==> src/rtl/tc_parade_multi_if.sv <==
`default_nettype none
// ============================================================================
// Module      : tc_parade_multi_if
// Description : Bundle of control inputs and light outputs for the
//               multi-direction parade traffic controller.
//               p           - parade request (sets parade mode)
//               r           - release (clears parade mode, wins over p)
//               t           - per-direction traffic sensors
//               l           - lights, 3 bits per direction (100 R, 010 Y, 001 G)
//               cur_dir     - direction owning the green/yellow phase
//               parade_mode - registered parade flag
// Revision    : 1.0 - initial release
// ============================================================================
interface tc_parade_multi_if #(
    parameter int N_DIR = 3,
    parameter int DIR_W = 2
);
    logic                 p;
    logic                 r;
    logic [N_DIR-1:0]     t;
    logic [3*N_DIR-1:0]   l;
    logic [DIR_W-1:0]     cur_dir;
    logic                 parade_mode;

    // Controller side
    modport slave (
        input  p,
        input  r,
        input  t,
        output l,
        output cur_dir,
        output parade_mode
    );

    // Environment side
    modport master (
        output p,
        output r,
        output t,
        input  l,
        input  cur_dir,
        input  parade_mode
    );
endinterface
`default_nettype wire

==> src/rtl/tc_parade_multi.sv <==
`default_nettype none
// ============================================================================
// Module      : tc_parade_multi
// Description : N_DIR-direction traffic controller with round-robin green
//               arbitration on traffic sensors, minimum/maximum green time,
//               timed yellow, optional all-red clearance and a parade mode
//               that pins PARADE_DIR to green until released.
// Ports       : clk   - system clock, rising edge
//               rst_n - asynchronous active-low reset
//               bus   - tc_parade_multi_if.slave (p, r, t in; l, cur_dir,
//                       parade_mode out)
// Revision    : 1.0 - initial release
// ============================================================================
module tc_parade_multi #(
    parameter int N_DIR      = 3,
    parameter int DIR_W      = 2,
    parameter int CNT_W      = 8,
    parameter int GREEN_MIN  = 4,
    parameter int GREEN_MAX  = 8,
    parameter int YELLOW_CYC = 2,
    parameter int ALLRED_CYC = 1,
    parameter int PARADE_DIR = 1
) (
    input  wire logic          clk,
    input  wire logic          rst_n,
    tc_parade_multi_if.slave   bus
);

    typedef enum logic [1:0] {
        S_GREEN   = 2'd0,
        S_YELLOW  = 2'd1,
        S_ALL_RED = 2'd2
    } state_t;

    localparam logic [CNT_W-1:0] C_GMIN_LAST = CNT_W'(GREEN_MIN - 1);
    localparam logic [CNT_W-1:0] C_GMAX_LAST = CNT_W'(GREEN_MAX - 1);
    localparam logic [CNT_W-1:0] C_YEL_LAST  = CNT_W'(YELLOW_CYC - 1);
    localparam logic [CNT_W-1:0] C_AR_LAST   = CNT_W'((ALLRED_CYC > 0) ? (ALLRED_CYC - 1) : 0);
    localparam logic [DIR_W-1:0] C_PARADE    = DIR_W'(PARADE_DIR);

    state_t               r_state;
    logic [CNT_W-1:0]     r_cnt;
    logic [DIR_W-1:0]     r_dir;
    logic                 r_parade;
    logic [3*N_DIR-1:0]   r_lights;

    state_t               w_state_nxt;
    logic [CNT_W-1:0]     w_cnt_nxt;
    logic [DIR_W-1:0]     w_dir_nxt;
    logic                 w_parade_nxt;
    logic [DIR_W-1:0]     w_scan_dir;
    logic                 w_scan_hit;
    logic [DIR_W-1:0]     w_next_green;
    logic [N_DIR-1:0]     w_cur_mask;
    logic                 w_other_req;
    logic                 w_green_exit;

    // (d + k) mod N_DIR for d < N_DIR and 0 < k < N_DIR
    function automatic logic [DIR_W-1:0] f_adv(input logic [DIR_W-1:0] d, input int k);
        logic [DIR_W:0] s;
        s = {1'b0, d} + (DIR_W+1)'(k);
        if (s >= (DIR_W+1)'(N_DIR)) begin
            s = s - (DIR_W+1)'(N_DIR);
        end
        return s[DIR_W-1:0];
    endfunction

    function automatic logic [3*N_DIR-1:0] f_lights(input state_t st, input logic [DIR_W-1:0] d);
        logic [3*N_DIR-1:0] v;
        for (int i = 0; i < N_DIR; i++) begin
            v[3*i +: 3] = 3'b100;
            if (st != S_ALL_RED && DIR_W'(i) == d) begin
                v[3*i +: 3] = (st == S_GREEN) ? 3'b001 : 3'b010;
            end
        end
        return v;
    endfunction

    // Round-robin scan: walk offsets from far to near so the nearest
    // requesting direction after the current one wins.
    always_comb begin
        w_scan_dir = '0;
        w_scan_hit = 1'b0;
        for (int k = N_DIR - 1; k >= 1; k--) begin
            if (bus.t[f_adv(r_dir, k)]) begin
                w_scan_hit = 1'b1;
                w_scan_dir = f_adv(r_dir, k);
            end
        end
    end

    assign w_next_green = r_parade   ? C_PARADE   :
                          w_scan_hit ? w_scan_dir : f_adv(r_dir, 1);

    assign w_cur_mask  = N_DIR'(1) << r_dir;
    assign w_other_req = |(bus.t & ~w_cur_mask);

    assign w_green_exit = (r_cnt >= C_GMIN_LAST) &&
                          (r_parade ? (r_dir != C_PARADE)
                                    : (!bus.t[r_dir] || (r_cnt == C_GMAX_LAST && w_other_req)));

    // Release has priority over a simultaneous parade request.
    assign w_parade_nxt = bus.r ? 1'b0 : (bus.p ? 1'b1 : r_parade);

    always_comb begin
        w_state_nxt = r_state;
        w_cnt_nxt   = r_cnt;
        w_dir_nxt   = r_dir;
        case (r_state)
            S_GREEN: begin
                if (w_green_exit) begin
                    w_state_nxt = S_YELLOW;
                    w_cnt_nxt   = '0;
                end else if (r_cnt != C_GMAX_LAST) begin
                    w_cnt_nxt = r_cnt + CNT_W'(1);
                end
            end
            S_YELLOW: begin
                if (r_cnt == C_YEL_LAST) begin
                    w_cnt_nxt = '0;
                    if (ALLRED_CYC == 0) begin
                        w_state_nxt = S_GREEN;
                        w_dir_nxt   = w_next_green;
                    end else begin
                        w_state_nxt = S_ALL_RED;
                    end
                end else begin
                    w_cnt_nxt = r_cnt + CNT_W'(1);
                end
            end
            S_ALL_RED: begin
                if (r_cnt == C_AR_LAST) begin
                    w_state_nxt = S_GREEN;
                    w_dir_nxt   = w_next_green;
                    w_cnt_nxt   = '0;
                end else begin
                    w_cnt_nxt = r_cnt + CNT_W'(1);
                end
            end
            default: begin
                w_state_nxt = S_GREEN;
                w_cnt_nxt   = '0;
            end
        endcase
    end

    // Lights are registered from the next state so they change on the
    // same edge as the phase itself.
    always_ff @(posedge clk or negedge rst_n) begin
        if (!rst_n) begin
            r_state  <= S_GREEN;
            r_cnt    <= '0;
            r_dir    <= '0;
            r_parade <= 1'b0;
            r_lights <= f_lights(S_GREEN, '0);
        end else begin
            r_state  <= w_state_nxt;
            r_cnt    <= w_cnt_nxt;
            r_dir    <= w_dir_nxt;
            r_parade <= w_parade_nxt;
            r_lights <= f_lights(w_state_nxt, w_dir_nxt);
        end
    end

    assign bus.l           = r_lights;
    assign bus.cur_dir     = r_dir;
    assign bus.parade_mode = r_parade;

endmodule
`default_nettype wire
==> src/flat_wrapper.sv <==
// flat-port wrapper written by rule: the top's interface ports become plain ports
module tc_parade_multi_flat 
#(
    parameter int N_DIR      = 3,
    parameter int DIR_W      = 2,
    parameter int CNT_W      = 8,
    parameter int GREEN_MIN  = 4,
    parameter int GREEN_MAX  = 8,
    parameter int YELLOW_CYC = 2,
    parameter int ALLRED_CYC = 1,
    parameter int PARADE_DIR = 1
)
  (clk, rst_n, bus_p, bus_r, bus_t, bus_l, bus_cur_dir, bus_parade_mode);
  tc_parade_multi_if #(.N_DIR(N_DIR), .DIR_W(DIR_W)) bus_i ();
  input  wire logic clk;
  input  wire logic rst_n;
  input wire logic [$bits(bus_i.p)-1:0] bus_p;
  input wire logic [$bits(bus_i.r)-1:0] bus_r;
  input wire logic [$bits(bus_i.t)-1:0] bus_t;
  output wire logic [$bits(bus_i.l)-1:0] bus_l;
  output wire logic [$bits(bus_i.cur_dir)-1:0] bus_cur_dir;
  output wire logic [$bits(bus_i.parade_mode)-1:0] bus_parade_mode;
  assign bus_i.p = bus_p;
  assign bus_i.r = bus_r;
  assign bus_i.t = bus_t;
  assign bus_l = bus_i.l;
  assign bus_cur_dir = bus_i.cur_dir;
  assign bus_parade_mode = bus_i.parade_mode;
  tc_parade_multi #(.N_DIR(N_DIR), .DIR_W(DIR_W), .CNT_W(CNT_W), .GREEN_MIN(GREEN_MIN), .GREEN_MAX(GREEN_MAX), .YELLOW_CYC(YELLOW_CYC), .ALLRED_CYC(ALLRED_CYC), .PARADE_DIR(PARADE_DIR)) u_core (.clk(clk), .rst_n(rst_n), .bus(bus_i));
endmodule
==> config.mk <==
export PLATFORM = sky130hd
export DESIGN_NAME = tc_parade_multi_flat
export DESIGN_NICKNAME = d
export VERILOG_FILES = /design/src/rtl/tc_parade_multi_if.sv /design/src/rtl/tc_parade_multi.sv /design/src/flat_wrapper.sv
export SDC_FILE = /design/constraint.sdc
export NUM_CORES = 1
export LEC_CHECK = 0
export ABC_AREA = 0
export CAP_MARGIN = 10
export CORE_UTILIZATION = 30
export DETAILED_ROUTE_END_ITERATION = 10
export DONT_BUFFER_PORTS = 1
export PLACE_DENSITY = 0.43
export RECOVER_POWER = 25
export SYNTH_ARGS = -nofsm -noshare
export SYNTH_HDL_FRONTEND = slang
export SYNTH_SLANG_ARGS = --single-unit
==> constraint.sdc <==
create_clock -name clk -period 7.18 [get_ports clk]
set_clock_uncertainty 0.2 [all_clocks]
set_input_delay 0.359 -clock clk [delete_from_list [all_inputs] [get_ports clk]]
set_output_delay 0.359 -clock clk [all_outputs]
set_load 0.05 [all_outputs]
## After elaboration in Yosys (flattened, before gate mapping)

Cells that the tools add are included.

| storage, ports and cells | value |
|---|---|
| bits in latches | 0 |
| memory bits (read-only) | 0 |
| output and inout bits | 12 |
| memories | 0 |
| register bits after elaboration | 22 |
| input bits | 7 |
| memory bits (writable) | 0 |
| word-level logic and storage cells | 74 |

| cells by class | value |
|---|---|
| equal/unequal tests | 10 |
| muxes and demuxes | 32 |
| $lt $le $gt $ge | 6 |
| shift operators | 1 |
| add/subtract/negate cells | 5 |
| divide/modulo/power cells | 0 |
| reduce and logical (&&, ||, !) cells | 13 |
| bitwise operators | 2 |
| multipliers | 0 |

Operator list:

| kind | count |
|---|---|
| $mux W8 | 4 |
| $mux W2 | 12 |
| $pmux W8 S3 | 1 |
| $lt A2 B3 Y1 const B | 3 |
| $mux W3 | 3 |
| $add A8 B1 Y8 const B | 1 |
| $eq A8 B1 Y1 const B | 1 |
| $eq A8 B3 Y1 const B | 1 |
| $ge A8 B2 Y1 const B | 1 |
| $logic_not A8 Y1 | 1 |
| $mux W1 | 8 |
| $ne A8 B3 Y1 const B | 1 |
| $bmux W1 S2 | 3 |
| $ge A3 B2 Y1 const B | 2 |
| $logic_not A2 Y1 | 3 |
| $pmux W2 S3 | 1 |
| $logic_and A1 B1 Y1 | 5 |
| $sub A2 B2 Y2 const B | 2 |
| $add A2 B1 Y3 const B | 1 |
| $add A2 B2 Y3 const B | 1 |
| $and A3 B3 Y3 | 1 |
| $ne A3 B1 Y1 const B | 1 |
| $not A3 Y3 | 1 |
| $reduce_or A3 Y1 | 1 |
| 10 further kinds | 10 |

## Longest topological paths before layout

Gate-level depths: netlist of the first run.

| logic depth | value |
|---|---|
| depth after elaboration | 14 |
| mapped depth | 8 |
| mapped depth without buffers | 8 |

## Worst setup path after synthesis of the first run

Ideal clock, no wire load.

| timing path | value |
|---|---|
| path type | reg-to-reg |
| start point | register u_core.r_dir[0] (netlist: u_core.bus.cur_dir[0]) |
| end point | register u_core.r_cnt[0] |
| clock period less this slack | 2.602 ns |
| required time | 6.855 ns |
| arrival time | 2.277 ns |
| stages on the path, launching flop included | 9 |
| buffers on the path | 0 |
| slack | 4.578 ns |
| library setup time | 0.125 ns |
| cells stage by stage | dfrtp_1 -> inv_1 -> ha_1 -> nor2b_1 -> a221o_1 -> a311oi_1 -> o21a_4 -> nand3_4 -> mux2_4 |

| on the way | value |
|---|---|
| longest elaborated chain between the ends | 10 |
| elaborated cells on any way between the ends | 15 |
| classes of those cells | eq/ne: 2; shift: 1; mux: 5; bitwise: 2; reduce/logical: 5 |

RTL lines:

| element | RTL line | RTL |
|---|---|---|
| from (decl) | tc_parade_multi.sv:43 | `logic [DIR_W-1:0] r_dir;` |
| from (signal assigned) | tc_parade_multi.sv:159 | `r_dir <= w_dir_nxt;` |
| $shl A1 B2 Y3 | tc_parade_multi.sv:95 | `assign w_cur_mask = N_DIR'(1) << r_dir;` |
| $not A3 Y3 | tc_parade_multi.sv:96 | `assign w_other_req = \|(bus.t & ~w_cur_mask);` |
| $and A3 B3 Y3 | tc_parade_multi.sv:96 |  |
| $reduce_or A3 Y1 | tc_parade_multi.sv:96 |  |
| $logic_and A1 B1 Y1 | tc_parade_multi.sv:100 | `: (!bus.t[r_dir] \|\| (r_cnt == C_GMAX_LAST && w_other_req)));` |
| $logic_or A1 B1 Y1 | tc_parade_multi.sv:100 |  |
| $mux W1 (*) | tc_parade_multi.sv:99 | `(r_parade ? (r_dir != C_PARADE)` |
| $logic_and A1 B1 Y1 (*) | tc_parade_multi.sv:98 | `assign w_green_exit = (r_cnt >= C_GMIN_LAST) &&` |
| $mux W8 | tc_parade_multi.sv:111 | `if (w_green_exit) begin` |
| $pmux W8 S3 | tc_parade_multi.sv:109 | `case (r_state)` |
| to (signal assigned) | tc_parade_multi.sv:158 | `r_cnt <= w_cnt_nxt;` |
| to (decl) | tc_parade_multi.sv:42 | `logic [CNT_W-1:0] r_cnt;` |

Mark *: on every way between the ends. The rest lies on a longest branch, timed or not. The select of a mux whose other input is x is not followed.
A chain may end at the register's enable or synchronous reset.

## Worst setup path in the final report of the first run

Same ends and word-level chain as after synthesis.

==> results of run 1 <==
sequential cells by signal, summed over array words and instances (netlist names):
| register | cells |
|---|---|
| u_core.r_state | 2 |
| u_core.bus.cur_dir | 2 |
| u_core.r_cnt | 8 |
| u_core.bus.l | 9 |
| u_core.bus.parade_mode | 1 |
area by class of cell:
class                           instances  share of cell area, %
Multi-Input combinational cell         93                   48.0
Sequential cell                        22                   39.0
Tap cell                               50                   4.41
Clock buffer                            3                   2.91
Clock inverter                          1                   2.11
Inverter                                8                   2.11
Timing Repair Buffer                    2                   1.41
how the worst min path moves through the flow:
stage | to | slack, ns | cells past startpoint
6_report | u_core.bus.parade_mode$_DFFE_PN0P_ | 0.02 | 2
5_1_grt | u_core.bus.parade_mode$_DFFE_PN0P_ | 0.008 | 2
4_1_cts | u_core.bus.parade_mode$_DFFE_PN0P_ | 0.01 | 2
3_5_place_dp | u_core.bus.l[7]$_DFF_PN0_ | -0.14 | 0
3_3_place_gp | u_core.bus.l[7]$_DFF_PN0_ | -0.14 | 0
2_1_floorplan | u_core.bus.cur_dir[0]$_DFF_PN0_ | -0.14 | 0
layer usage:
layer	up-vias	global-route usage (%)
li1	452	-
met1	433	16.1
met2	21	19.5
met3	2	3.04
met4	0	4.79
met5	-	0
kinds of logic (layout without fill, tap and decap cells):
family	count (synthesis)	count (layout)	share of synthesized area [%]
AO/OA/AOI/OAI	29	29	16.3
buffers and inverters	11	14	3.52
XOR/XNOR	6	6	4.10
multiplexers	6	6	5.18
adder cells (fa/ha/maj)	7	7	6.84
flip-flops	22	22	43.3
AND/OR/NAND/NOR	45	45	20.8
stage by stage:
step                hold WS [ns]  instance area (um2)  power [uW]
floorplan                 -0.137                 1280         533
global route             0.00819                 1420         765
CTS                       0.0101                 1420         719
detailed placement        -0.136                 1330         595
finish                    0.0210                 1420         707
global placement          -0.136                 1330         595
power breakdown:
part / switching (uW) / leakage [uW] / internal (uW)
sequential: 123 / 0.000275 / 166
clock: 42.1 / 0.0000357 / 74.5
combinational: 169 / 0.000327 / 133
Yosys cell counts, types with 3 or more instances:
master,n
and3_1,3
inv_1,8
dfrtp_1,19
o21ai_0,4
dfstp_2,3
nand3_1,4
ha_1,7
a21oi_1,7
nor2_1,13
xor2_1,4
mux2i_1,4
nand2_1,7
a311oi_1,3
a211oi_1,3
==> impl_metrics.prom, run 1 <==
# TYPE chip_impl_metric gauge
chip_impl_info{name="hold_path_startpoint",value="bus_p"} 1
chip_impl_metric{name="antennaDiodeCount",unit=""} 0
chip_impl_info{name="worst_r2r_endpoint",value="u_core.r_cnt[0]$_DFFE_PN0P_"} 1
chip_impl_metric{name="layout-drive-gt1-share",unit="%"} 12.4
chip_impl_info{name="timing_endpoint_of_the_critical_path",value="u_core.r_cnt[0]$_DFFE_PN0P_"} 1
chip_impl_info{name="end_kind",value="register"} 1
chip_impl_metric{name="detail-route-antenna-nets",unit=""} 0
chip_impl_metric{name="slew_viol_final",unit=""} 0
chip_impl_metric{name="route.detailed.wl_per_inst",unit="um"} 13.8
chip_impl_metric{name="synth_top_area_share",unit="%"} 37.1
chip_impl_metric{name="nFillCells",unit=""} 402
chip_impl_metric{name="power.leakage",unit="uW"} 0.000638
chip_impl_metric{name="setup-violations-final",unit=""} 0
chip_impl_metric{name="design.core.area",unit="mm2"} 0.00406
chip_impl_metric{name="grt_start_max_net_pins",unit=""} 23
chip_impl_metric{name="pin_count",unit=""} 19
chip_impl_metric{name="max_slew.worst_pin.slew",unit="ns"} 1.01
chip_impl_metric{name="cp.depth",unit=""} 8
chip_impl_metric{name="regArea",unit="um2"} 554
chip_impl_metric{name="synthesized_instance_count",unit=""} 126
chip_impl_metric{name="clkLatencyLatePin",unit="ns"} 0.26
chip_impl_info{name="top_layer",value="met4"} 1
chip_impl_metric{name="timing.max_cap.violations",unit=""} 0
chip_impl_metric{name="clk_pin_slew",unit="ns"} 0.08
chip_impl_metric{name="cells_resized_by_post_cts_repair",unit=""} 0
chip_impl_metric{name="yosysSeqAreaShare",unit="%"} 43.3
chip_impl_metric{name="totalNegativeSetupSlack",unit="ns"} 0
chip_impl_info{name="layout_common_cells",value="19 x dfrtp_1, 13 x nor2_1, 8 x inv_1"} 1
chip_impl_metric{name="finish.cell_count_without_fillers",unit=""} 179
chip_impl_metric{name="detail_route.wirelength.met1",unit="um"} 1190
chip_impl_info{name="startpoint",value="u_core.bus.cur_dir[0]$_DFF_PN0_"} 1
chip_impl_metric{name="die_h",unit="um"} 67.4
chip_impl_info{name="synth_area_leader_cell",value="dfrtp_1"} 1
chip_impl_metric{name="totalWireLength",unit="um"} 2480
chip_impl_metric{name="final.min_clock_period",unit="ns"} 2.83
chip_impl_info{name="cp_top_family",value="compound AO/OA/AOI/OAI gates"} 1
chip_impl_metric{name="grt_pass1_wl",unit="um"} 4110
chip_impl_info{name="r2r_startpoint",value="u_core.bus.cur_dir[0]$_DFF_PN0_"} 1
chip_impl_metric{name="synth_async_sr_flop_share",unit="%"} 100
chip_impl_metric{name="drt_iter0_drc",unit=""} 29
chip_impl_metric{name="start_util",unit="%"} 31.6
chip_impl_info{name="crit_path_cell_trace",value="inv_1 -> ha_1 -> nor2b_1 -> a221o_1 -> a311oi_1 -> o21a_4 -> nand3_4 -> mux2_4"} 1
chip_impl_metric{name="grt_use_total",unit="%"} 12.4
chip_impl_metric{name="syn-cell-area",unit="mm2"} 0.00128
chip_impl_info{name="worst-setup-path-type",value="reg -> reg"} 1
chip_impl_metric{name="worst-path-buf-inv",unit=""} 1
chip_impl_metric{name="r2r_setup_slk",unit="ns"} 4.35
chip_impl_metric{name="die-width",unit="um"} 67.4
chip_impl_metric{name="grt_overflow",unit=""} 0
chip_impl_metric{name="grt_antenna_before_repair",unit=""} 0
chip_impl_metric{name="via_count",unit=""} 908
chip_impl_metric{name="met2RoutedLength",unit="um"} 1190
chip_impl_metric{name="met3_wirelength",unit="um"} 66
chip_impl_metric{name="hold_viol_final",unit=""} 0
chip_impl_info{name="holdCritPathClass",value="in -> reg"} 1
chip_impl_metric{name="gp_congestion",unit=""} 0.743
chip_impl_info{name="run_status",value="finished, final reports clean"} 1
chip_impl_metric{name="place_hpwl",unit="um"} 1790
chip_impl_info{name="critPathSlowestCell",value="dfrtp_1"} 1
chip_impl_metric{name="drc_violation_count_after_routing",unit=""} 0
chip_impl_metric{name="top_achievable_clock_speed",unit="MHz"} 353
chip_impl_metric{name="avgSynthCellArea",unit="um2"} 10.2
chip_impl_metric{name="drt_pre_antenna_iters",unit=""} 4
chip_impl_metric{name="num-nets-final",unit=""} 144
chip_impl_metric{name="critical_path_required",unit="ns"} 7.13
chip_impl_metric{name="core.rowCount",unit=""} 23
chip_impl_metric{name="timing.critical_path.slowest_cell_delay",unit="ns"} 0.62
chip_impl_info{name="synth_top_flop_cell",value="dfrtp_1"} 1
chip_impl_metric{name="total_power_per_unit_cell_area",unit="mW/mm2"} 498
chip_impl_metric{name="clkSinkCount",unit=""} 22
chip_impl_metric{name="layout_setup_ws",unit="ns"} 4.35
chip_impl_metric{name="maximum_number_of_buffers_from_clock_root_to_sink",unit=""} 2
chip_impl_metric{name="synth_cell_type_count",unit=""} 44
chip_impl_metric{name="portBuffers",unit=""} 0
chip_impl_metric{name="vias_per_cell",unit=""} 5.07
chip_impl_metric{name="yosys_warnings",unit=""} 0
chip_impl_metric{name="cts_made_buffers",unit=""} 3
chip_impl_metric{name="first_global_vias",unit=""} 847
chip_impl_metric{name="number_of_buffers_added_for_setup_after_cts",unit=""} 0
chip_impl_metric{name="net_count_after_synthesis",unit=""} 140
chip_impl_metric{name="htree_num_levels",unit=""} 1
chip_impl_metric{name="die_area",unit="mm2"} 0.00454
chip_impl_info{name="rsz0062_at_grt",value="no"} 1
chip_impl_metric{name="ir_drop",unit="mV"} 0.164
chip_impl_metric{name="dpl.cell_count",unit=""} 173
chip_impl_metric{name="fin_crit_sh",unit="%"} 39.4
chip_impl_metric{name="flow.area_growth_from_synthesis",unit="%"} 10.8
chip_impl_metric{name="hold_buffer_count_at_cts",unit=""} 2
chip_impl_metric{name="finalCoreUtilization",unit="%"} 35.0
chip_impl_info{name="synth.top_cells.by_area",value="dfrtp_1 37%, ha_1 6.8%, dfstp_2 6.2%, nor2_1 3.8%, mux2i_1 3.1%"} 1
chip_impl_info{name="tritoncts",value="done"} 1
chip_impl_metric{name="critPathArrivalTime",unit="ns"} 2.78
chip_impl_metric{name="synth-seq-cells",unit=""} 22
chip_impl_metric{name="r2r_cells",unit=""} 8
chip_impl_metric{name="multi_input_comb_area",unit="um2"} 682
chip_impl_metric{name="crit_path_max_fanout",unit=""} 8
chip_impl_info{name="cts.root.buffer_cell",value="clkbuf_8"} 1
chip_impl_metric{name="place_worst_setup_slack",unit="ns"} 4.38
chip_impl_metric{name="timing.max_slew.rel_slack",unit="%"} 32.8
chip_impl_info{name="startpoint_type",value="register"} 1
chip_impl_info{name="most_common_cell_after_layout_fill_and_taps_aside",value="dfrtp_1"} 1
chip_impl_metric{name="synth_enable_flop_cells",unit=""} 0
Power figures use the tool's default switching activity.
==> run 2: changes to the inputs <==
--- a/config.mk
+++ b/config.mk
@@ -10,7 +10,7 @@
 export CORE_UTILIZATION = 30
 export DETAILED_ROUTE_END_ITERATION = 10
 export DONT_BUFFER_PORTS = 1
-export PLACE_DENSITY = 0.43
+export PLACE_DENSITY = 0.44
 export RECOVER_POWER = 25
 export SYNTH_ARGS = -nofsm -noshare
 export SYNTH_HDL_FRONTEND = slang
==> constraint.sdc (replaced) <==
create_clock -name clk -period 2.5 [get_ports clk]
set_clock_uncertainty 0.2 [all_clocks]
set_input_delay 0.125 -clock clk [delete_from_list [all_inputs] [get_ports clk]]
set_output_delay 0.125 -clock clk [all_outputs]
set_load 0.05 [all_outputs]
==> run 2 against run 1 <==
Final area is 3.1% higher. Sequential cell count did not move. Final cell count up 3.4%. Die area stayed put. Setup slack lost 4.3 ns. Combinational power increased to 3.4 times the previous value. Maximum frequency up 15%. Worst hold slack better by 0.032 ns. Global-route usage grew 0.49 points. Via count up 4.2%. Critical endpoint unchanged.
==> impl_metrics.prom, run 2 (same netlist as run 1, synthesis figures left out) <==
# TYPE chip_impl_metric gauge
chip_impl_info{name="run_status",value="finished, final reports clean"} 1
chip_impl_info{name="hold_path_startpoint",value="bus_t[1]"} 1
chip_impl_metric{name="die-width",unit="um"} 67.4
chip_impl_metric{name="detail-route-antenna-nets",unit=""} 0
chip_impl_metric{name="pin_count",unit=""} 19
chip_impl_metric{name="route.detailed.wl_per_inst",unit="um"} 14.0
chip_impl_metric{name="clkSinkCount",unit=""} 22
chip_impl_metric{name="r2r_setup_slk",unit="ns"} 0.04
chip_impl_metric{name="portBuffers",unit=""} 0
chip_impl_metric{name="design.core.area",unit="mm2"} 0.00406
chip_impl_metric{name="critical_path_required",unit="ns"} 2.45
chip_impl_metric{name="power",unit="uW"} 2040
chip_impl_info{name="r2r_startpoint",value="u_core.bus.cur_dir[1]$_DFF_PN0_"} 1
chip_impl_metric{name="die_area",unit="mm2"} 0.00454
chip_impl_metric{name="place_hpwl",unit="um"} 1890
chip_impl_metric{name="finish.cell_count_without_fillers",unit=""} 185
chip_impl_metric{name="flow.area_growth_from_synthesis",unit="%"} 14.3
chip_impl_metric{name="num-nets-final",unit=""} 150
chip_impl_metric{name="regArea",unit="um2"} 557
chip_impl_info{name="layout_common_cells",value="17 x dfrtp_1, 13 x nor2_1, 8 x inv_1, 7 x nand2_1, 7 x ha_1"} 1
chip_impl_metric{name="first_global_vias",unit=""} 868
chip_impl_metric{name="die_h",unit="um"} 67.4
chip_impl_metric{name="r2r_cells",unit=""} 7
chip_impl_metric{name="core.rowCount",unit=""} 23
chip_impl_metric{name="clk_pin_slew",unit="ns"} 0.08
chip_impl_metric{name="multi_input_comb_area",unit="um2"} 702
chip_impl_metric{name="drt_pre_antenna_iters",unit=""} 4
chip_impl_info{name="worst_r2r_endpoint",value="u_core.r_cnt[0]$_DFFE_PN0P_"} 1
chip_impl_info{name="most_common_cell_after_layout_fill_and_taps_aside",value="dfrtp_1"} 1
chip_impl_metric{name="gp_congestion",unit=""} 0.810
chip_impl_metric{name="timing.critical_path.slowest_cell_delay",unit="ns"} 0.43
chip_impl_metric{name="power_frac_clock",unit="%"} 11.3
chip_impl_metric{name="cts_made_buffers",unit=""} 3
chip_impl_metric{name="layout-drive-gt1-share",unit="%"} 22.2
chip_impl_metric{name="fin_area",unit="mm2"} 0.00146
chip_impl_metric{name="totalWireLength",unit="um"} 2600
chip_impl_metric{name="top_achievable_clock_speed",unit="MHz"} 407
chip_impl_metric{name="power.net_switching",unit="uW"} 996
chip_impl_metric{name="start_util",unit="%"} 31.6
chip_impl_metric{name="crit_path_max_fanout",unit=""} 5
chip_impl_metric{name="setup-violations-final",unit=""} 0
chip_impl_info{name="tritoncts",value="done"} 1
chip_impl_metric{name="maximum_number_of_buffers_from_clock_root_to_sink",unit=""} 2
chip_impl_metric{name="swShare",unit="%"} 48.8
chip_impl_metric{name="timing.max_cap.violations",unit=""} 0
chip_impl_metric{name="intPower",unit="uW"} 1040
chip_impl_info{name="startpoint_type",value="register"} 1
chip_impl_metric{name="comb_power_share",unit="%"} 50.9
chip_impl_info{name="rsz0062_at_grt",value="yes"} 1
chip_impl_metric{name="grt_start_max_net_pins",unit=""} 23
chip_impl_info{name="cp_top_family",value="compound AO/OA/AOI/OAI gates"} 1
chip_impl_metric{name="sequentialPowerShare",unit="%"} 37.8
chip_impl_metric{name="timing.max_slew.rel_slack",unit="%"} 30.7
chip_impl_metric{name="final.min_clock_period",unit="ns"} 2.46
chip_impl_metric{name="slew_viol_final",unit=""} 0
chip_impl_metric{name="ir_drop",unit="mV"} 0.371
chip_impl_metric{name="clkLatencyLatePin",unit="ns"} 0.26
chip_impl_metric{name="power.leakage",unit="uW"} 0.000658
chip_impl_metric{name="vias_per_cell",unit=""} 5.11
chip_impl_metric{name="post_dp_cell_area",unit="mm2"} 0.00137
chip_impl_metric{name="grt_use_total",unit="%"} 12.9
chip_impl_info{name="holdCritPathClass",value="in -> reg"} 1
chip_impl_metric{name="nFillCells",unit=""} 399
chip_impl_metric{name="grt_antenna_before_repair",unit=""} 0
chip_impl_metric{name="number_of_buffers_added_for_setup_after_cts",unit=""} 0
chip_impl_info{name="min_to",value="u_core.bus.cur_dir[0]$_DFF_PN0_"} 1
chip_impl_metric{name="total_power_per_unit_cell_area",unit="mW/mm2"} 1390
chip_impl_info{name="critPathSlowestCell",value="dfrtp_2"} 1
chip_impl_info{name="cts.root.buffer_cell",value="clkbuf_8"} 1
chip_impl_metric{name="dpl.cell_count",unit=""} 178
chip_impl_info{name="crit_path_cell_trace",value="buf_4 -> mux2_2 -> a21oi_1 -> a311oi_2 -> o21a_4 -> o211a_1 -> mux2_4"} 1
chip_impl_metric{name="worst-path-buf-inv",unit=""} 1
chip_impl_metric{name="grt_overflow",unit=""} 0
chip_impl_metric{name="fin_crit_sh",unit="%"} 98.4
chip_impl_info{name="worst-setup-path-type",value="reg -> reg"} 1
chip_impl_metric{name="grt_pass1_wl",unit="um"} 4220
chip_impl_metric{name="max_slew.worst_pin.slew",unit="ns"} 1.04
chip_impl_metric{name="critPathArrivalTime",unit="ns"} 2.41
chip_impl_metric{name="drt_iter0_drc",unit=""} 50
chip_impl_metric{name="htree_num_levels",unit=""} 1
chip_impl_metric{name="largest_register_ffs",unit=""} 9
chip_impl_metric{name="via_count",unit=""} 946
chip_impl_metric{name="worst_hold_path.num_cells",unit=""} 3
chip_impl_metric{name="drc_violation_count_after_routing",unit=""} 0
chip_impl_metric{name="hold_viol_final",unit=""} 0
chip_impl_info{name="end_kind",value="register"} 1
chip_impl_metric{name="antennaDiodeCount",unit=""} 0
[run 2: changes by cell type in the layout (fill, tap and decap cells not counted), moves of 2 or more]
cell     delta
buf_4       +5
dfstp_1     -3
dfstp_2     +3
dfrtp_1     -2
dfrtp_2     +2
[run 2: area by class of cell]
type	instances	share of cell area, %
clock buffers	4	3.08
inverters	8	2.05
multi-input cells	93	47.9
flip-flops and latches	22	38.0
well taps	50	4.27
repair buffers	8	4.62
[run 2: power groups by stage]
stage          clock network [uW]  registers, uW  logic [uW]
2_1_floorplan                   0            794         739
5_1_grt                       258            792        1140
4_1_cts                       240            770        1010
3_3_place_gp                    0            773         992
6_report                      231            770        1040
3_5_place_dp                    0            776         999
[run 2: routing by layer]
layer / track usage, % / share of wire (%) / routed length (um)
met5: 0 / 0 / 0
met4: 5.59 / 1.7 / 43
met3: 2.70 / 2.5 / 66
met2: 19.9 / 45 / 1160
met1: 17.1 / 51 / 1320
[run 2: repair_timing]
action,CTS,global route
setup endpoints to repair,0,9
hold buffers,3,0
gates resized for setup,0,5
hold endpoints to repair,23,0
[run 2: how the worst max path moves through the flow]
stage | startpoint | endpoint | slack [ns] | cells past startpoint
2_1_floorplan | u_core.bus.cur_dir[0]$_DFF_PN0_ | u_core.r_cnt[0]$_DFFE_PN0P_ | 0.03 | 8
3_3_place_gp | u_core.r_cnt[3]$_DFFE_PN0P_ | u_core.bus.l[4]$_DFF_PN0_ | 0.08 | 6
3_5_place_dp | u_core.bus.cur_dir[0]$_DFF_PN0_ | u_core.r_cnt[0]$_DFFE_PN0P_ | 0.03 | 8
4_1_cts | u_core.bus.cur_dir[0]$_DFF_PN0_ | u_core.r_cnt[0]$_DFFE_PN0P_ | 0.01 | 8
5_1_grt | u_core.bus.cur_dir[0]$_DFF_PN0_ | u_core.r_cnt[7]$_DFFE_PN0P_ | -0.04 | 8
6_report | u_core.bus.cur_dir[1]$_DFF_PN0_ | u_core.r_cnt[0]$_DFFE_PN0P_ | 0.04 | 7
[run 2: worst reg2reg max path, stage by stage, from the launching register on]
cell and delay [ns]:
dfrtp_2 0.43, buf_4 0.23, mux2_2 0.35, a21oi_1 0.28, a311oi_2 0.10, o21a_4 0.28, o211a_1 0.23, mux2_4 0.25
[run 2: through the flow]
step           utilization [%]  TNS (ns)  setup WS, ns  hold slack, ns
3_5_place_dp              33.7         0        0.0309          -0.370
6_report                  36.1         0        0.0412          0.0529
3_3_place_gp              33.7         0        0.0802          -0.370
5_1_grt                   36.1   -0.0686       -0.0358          0.0870
4_1_cts                   35.6         0        0.0129          0.0487
2_1_floorplan                -         0        0.0260          -0.371
==> run 3: changes to the inputs <==
--- a/config.mk
+++ b/config.mk
@@ -7,10 +7,11 @@
 export LEC_CHECK = 0
 export ABC_AREA = 0
 export CAP_MARGIN = 10
-export CORE_UTILIZATION = 30
+export CORE_UTILIZATION = 50
 export DETAILED_ROUTE_END_ITERATION = 10
 export DONT_BUFFER_PORTS = 1
-export PLACE_DENSITY = 0.44
+export MAX_ROUTING_LAYER = met4
+export PLACE_DENSITY = 0.67
 export RECOVER_POWER = 25
 export SYNTH_ARGS = -nofsm -noshare
 export SYNTH_HDL_FRONTEND = slang
==> run 3 against run 2 <==
Total power is 1.3% higher. Routed wire length is 0.27% lower. Sequential power hardly changed. Maximum frequency is 2.2% higher. Sequential share of layout area is 0.53 points higher. Global-route usage is 9.9 points higher. First-iteration DRC count is 82% lower. Non-clock buffer count is 1 lower. Final area is 1.4% lower. Combinational power hardly changed. Largest cell class unchanged. Via count is 0.63% lower. Worst hold slack worse by 0.022 ns.
==> impl_metrics.prom, run 3 (same netlist as run 1, synthesis figures left out) <==
# TYPE chip_impl_metric gauge
chip_impl_metric{name="regArea",unit="um2"} 557
chip_impl_metric{name="timing.max_slew.rel_slack",unit="%"} 34.4
chip_impl_metric{name="drc_violation_count_after_routing",unit=""} 0
chip_impl_info{name="tritoncts",value="done"} 1
chip_impl_metric{name="route.detailed.wl_per_inst",unit="um"} 16.0
chip_impl_metric{name="flow.area_growth_from_synthesis",unit="%"} 12.7
chip_impl_metric{name="multi_input_comb_area",unit="um2"} 707
chip_impl_metric{name="total_power_per_unit_cell_area",unit="mW/mm2"} 1430
chip_impl_metric{name="finalCoreUtilization",unit="%"} 62.3
chip_impl_metric{name="drt_iter0_drc",unit=""} 9
chip_impl_metric{name="nFillCells",unit=""} 200
chip_impl_metric{name="max_slew.worst_pin.slew",unit="ns"} 0.981
chip_impl_info{name="critPathSlowestCell",value="or4_4"} 1
chip_impl_metric{name="antennaDiodeCount",unit=""} 0
chip_impl_metric{name="place_worst_setup_slack",unit="ns"} 0.0428
chip_impl_info{name="end_kind",value="register"} 1
chip_impl_info{name="worst-setup-path-type",value="reg -> reg"} 1
chip_impl_metric{name="gp_congestion",unit=""} 0.884
chip_impl_metric{name="hold_viol_final",unit=""} 0
chip_impl_info{name="hold_path_startpoint",value="bus_t[0]"} 1
chip_impl_info{name="most_common_cell_after_layout_fill_and_taps_aside",value="dfrtp_1"} 1
chip_impl_metric{name="htree_num_levels",unit=""} 1
chip_impl_metric{name="fin_crit_sh",unit="%"} 96.2
chip_impl_metric{name="maximum_number_of_buffers_from_clock_root_to_sink",unit=""} 2
chip_impl_metric{name="core.rowCount",unit=""} 17
chip_impl_metric{name="final.min_clock_period",unit="ns"} 2.41
chip_impl_info{name="holdCritPathClass",value="in -> reg"} 1
chip_impl_metric{name="ir_drop",unit="mV"} 0.893
chip_impl_metric{name="grt_pass1_wl",unit="um"} 4350
chip_impl_metric{name="grt_overflow",unit=""} 0
chip_impl_metric{name="first_global_vias",unit=""} 882
chip_impl_info{name="layout_common_cells",value="17 x dfrtp_1, 13 x nor2_1, 8 x inv_1, 7 x nand2_1, 7 x a21oi_1"} 1
chip_impl_metric{name="detail-route-antenna-nets",unit=""} 0
chip_impl_metric{name="crit_path_max_fanout",unit=""} 5
chip_impl_metric{name="slew_viol_final",unit=""} 0
chip_impl_metric{name="die_h",unit="um"} 52.6
chip_impl_metric{name="clkLatencyLatePin",unit="ns"} 0.31
chip_impl_metric{name="pin_count",unit=""} 19
chip_impl_info{name="startpoint_type",value="register"} 1
chip_impl_metric{name="grt_start_max_net_pins",unit=""} 23
chip_impl_metric{name="finish.cell_count_without_fillers",unit=""} 162
chip_impl_metric{name="via_count",unit=""} 940
chip_impl_metric{name="layout_setup_ws",unit="ns"} 0.0945
chip_impl_metric{name="num-nets-final",unit=""} 149
chip_impl_info{name="crit_path_cell_trace",value="or4_4 -> or3_1 -> o211ai_2 -> o21a_4 -> nand3_4 -> mux2_4"} 1
chip_impl_metric{name="top_achievable_clock_speed",unit="MHz"} 416
chip_impl_metric{name="die_area",unit="mm2"} 0.00277
chip_impl_info{name="startpoint",value="u_core.r_cnt[3]$_DFFE_PN0P_"} 1
chip_impl_metric{name="die-width",unit="um"} 52.6
chip_impl_metric{name="portBuffers",unit=""} 0
chip_impl_metric{name="critPathArrivalTime",unit="ns"} 2.42
chip_impl_metric{name="start_util",unit="%"} 55.3
chip_impl_info{name="run_status",value="finished, final reports clean"} 1
chip_impl_metric{name="totalWireLength",unit="um"} 2590
chip_impl_metric{name="clk_pin_slew",unit="ns"} 0.13
chip_impl_metric{name="design.core.area",unit="mm2"} 0.00232
chip_impl_metric{name="largest_register_ffs",unit=""} 9
chip_impl_metric{name="grt_antenna_before_repair",unit=""} 0
chip_impl_metric{name="place_hpwl",unit="um"} 1810
chip_impl_metric{name="dpl.cell_count",unit=""} 153
chip_impl_metric{name="clkSinkCount",unit=""} 22
chip_impl_metric{name="critical_path_required",unit="ns"} 2.52
chip_impl_metric{name="setup-violations-final",unit=""} 0
chip_impl_info{name="r2r_startpoint",value="u_core.r_cnt[3]$_DFFE_PN0P_"} 1
chip_impl_metric{name="grt_use_total",unit="%"} 22.8
chip_impl_metric{name="power.leakage",unit="uW"} 0.000656
chip_impl_metric{name="holdWs",unit="ns"} 0.0306
chip_impl_info{name="cts.root.buffer_cell",value="clkbuf_4"} 1
chip_impl_metric{name="drt_pre_antenna_iters",unit=""} 4
chip_impl_metric{name="layout-drive-gt1-share",unit="%"} 22.4
chip_impl_metric{name="vias_per_cell",unit=""} 5.80
chip_impl_metric{name="cts_made_buffers",unit=""} 3
chip_impl_metric{name="timing.max_cap.violations",unit=""} 0
chip_impl_metric{name="timing.critical_path.slowest_cell_delay",unit="ns"} 0.57
## run 3: final timing paths
path	to	slack, ns	cells past startpoint
setup / recovery	u_core.r_cnt[0]$_DFFE_PN0P_	0.09	6
hold / removal	u_core.bus.cur_dir[1]$_DFF_PN0_	0.03	5
setup reg to reg	u_core.r_cnt[0]$_DFFE_PN0P_	0.09	6
hold reg to reg	u_core.r_cnt[5]$_DFFE_PN0P_	0.38	2
max in group asynchronous	u_core.bus.cur_dir[1]$_DFF_PN0_	1.25	1
min in group asynchronous	u_core.bus.cur_dir[0]$_DFF_PN0_	0.20	1
## run 3: critical path: cells and delay by family, from the launching register on
family	cells	cell delay (ns)
mux	1	0.30
flops	1	0.45
compound gates	2	0.31
simple gates	3	1.05
## run 3: per-stage QoR
stage	power, uW	cell area, um2	TNS, ns
global route	2220	1440	-0.00539
finish	2070	1440	0
CTS	2020	1410	0
global placement	1700	1320	0
detailed placement	1730	1320	0
floorplan	1530	1280	0
## run 3: where the power goes
part           internal [uW]  total, uW  switching [uW]
Sequential               488        772             284
Combinational            426       1020             591
Clock                    162        277             115
Total                   1080       2070             990
## run 3: routing by layer
| layer | wire length [um] | global-route usage (%) | vias to the layer above |
|---|---|---|---|
| met3 | 90 | 5.80 | 2 |
| met2 | 1280 | 36.1 | 25 |
| met4 | 23 | 5.26 | 0 |
| met5 | 0 | - | - |
| met1 | 1200 | 29.1 | 451 |
| li1 | - | - | 462 |
## run 3: repair_timing
| action | CTS | global route |
|---|---|---|
| buffers inserted | 0 | 1 |
| resized for setup | 0 | 6 |
| hold buffers | 4 | 0 |
| endpoints found under the setup margin | 0 | 13 |
| endpoints found under the hold margin | 25 | 0 |
## run 3: layout make-up
cell class	instances	share of cell area, %
multi-input combinational	93	49.0
sequential	22	38.6
timing repair buffer	7	4.33
tap	28	2.43
clock inverter	1	2.08
inverter	8	2.08
clock buffer	3	1.56
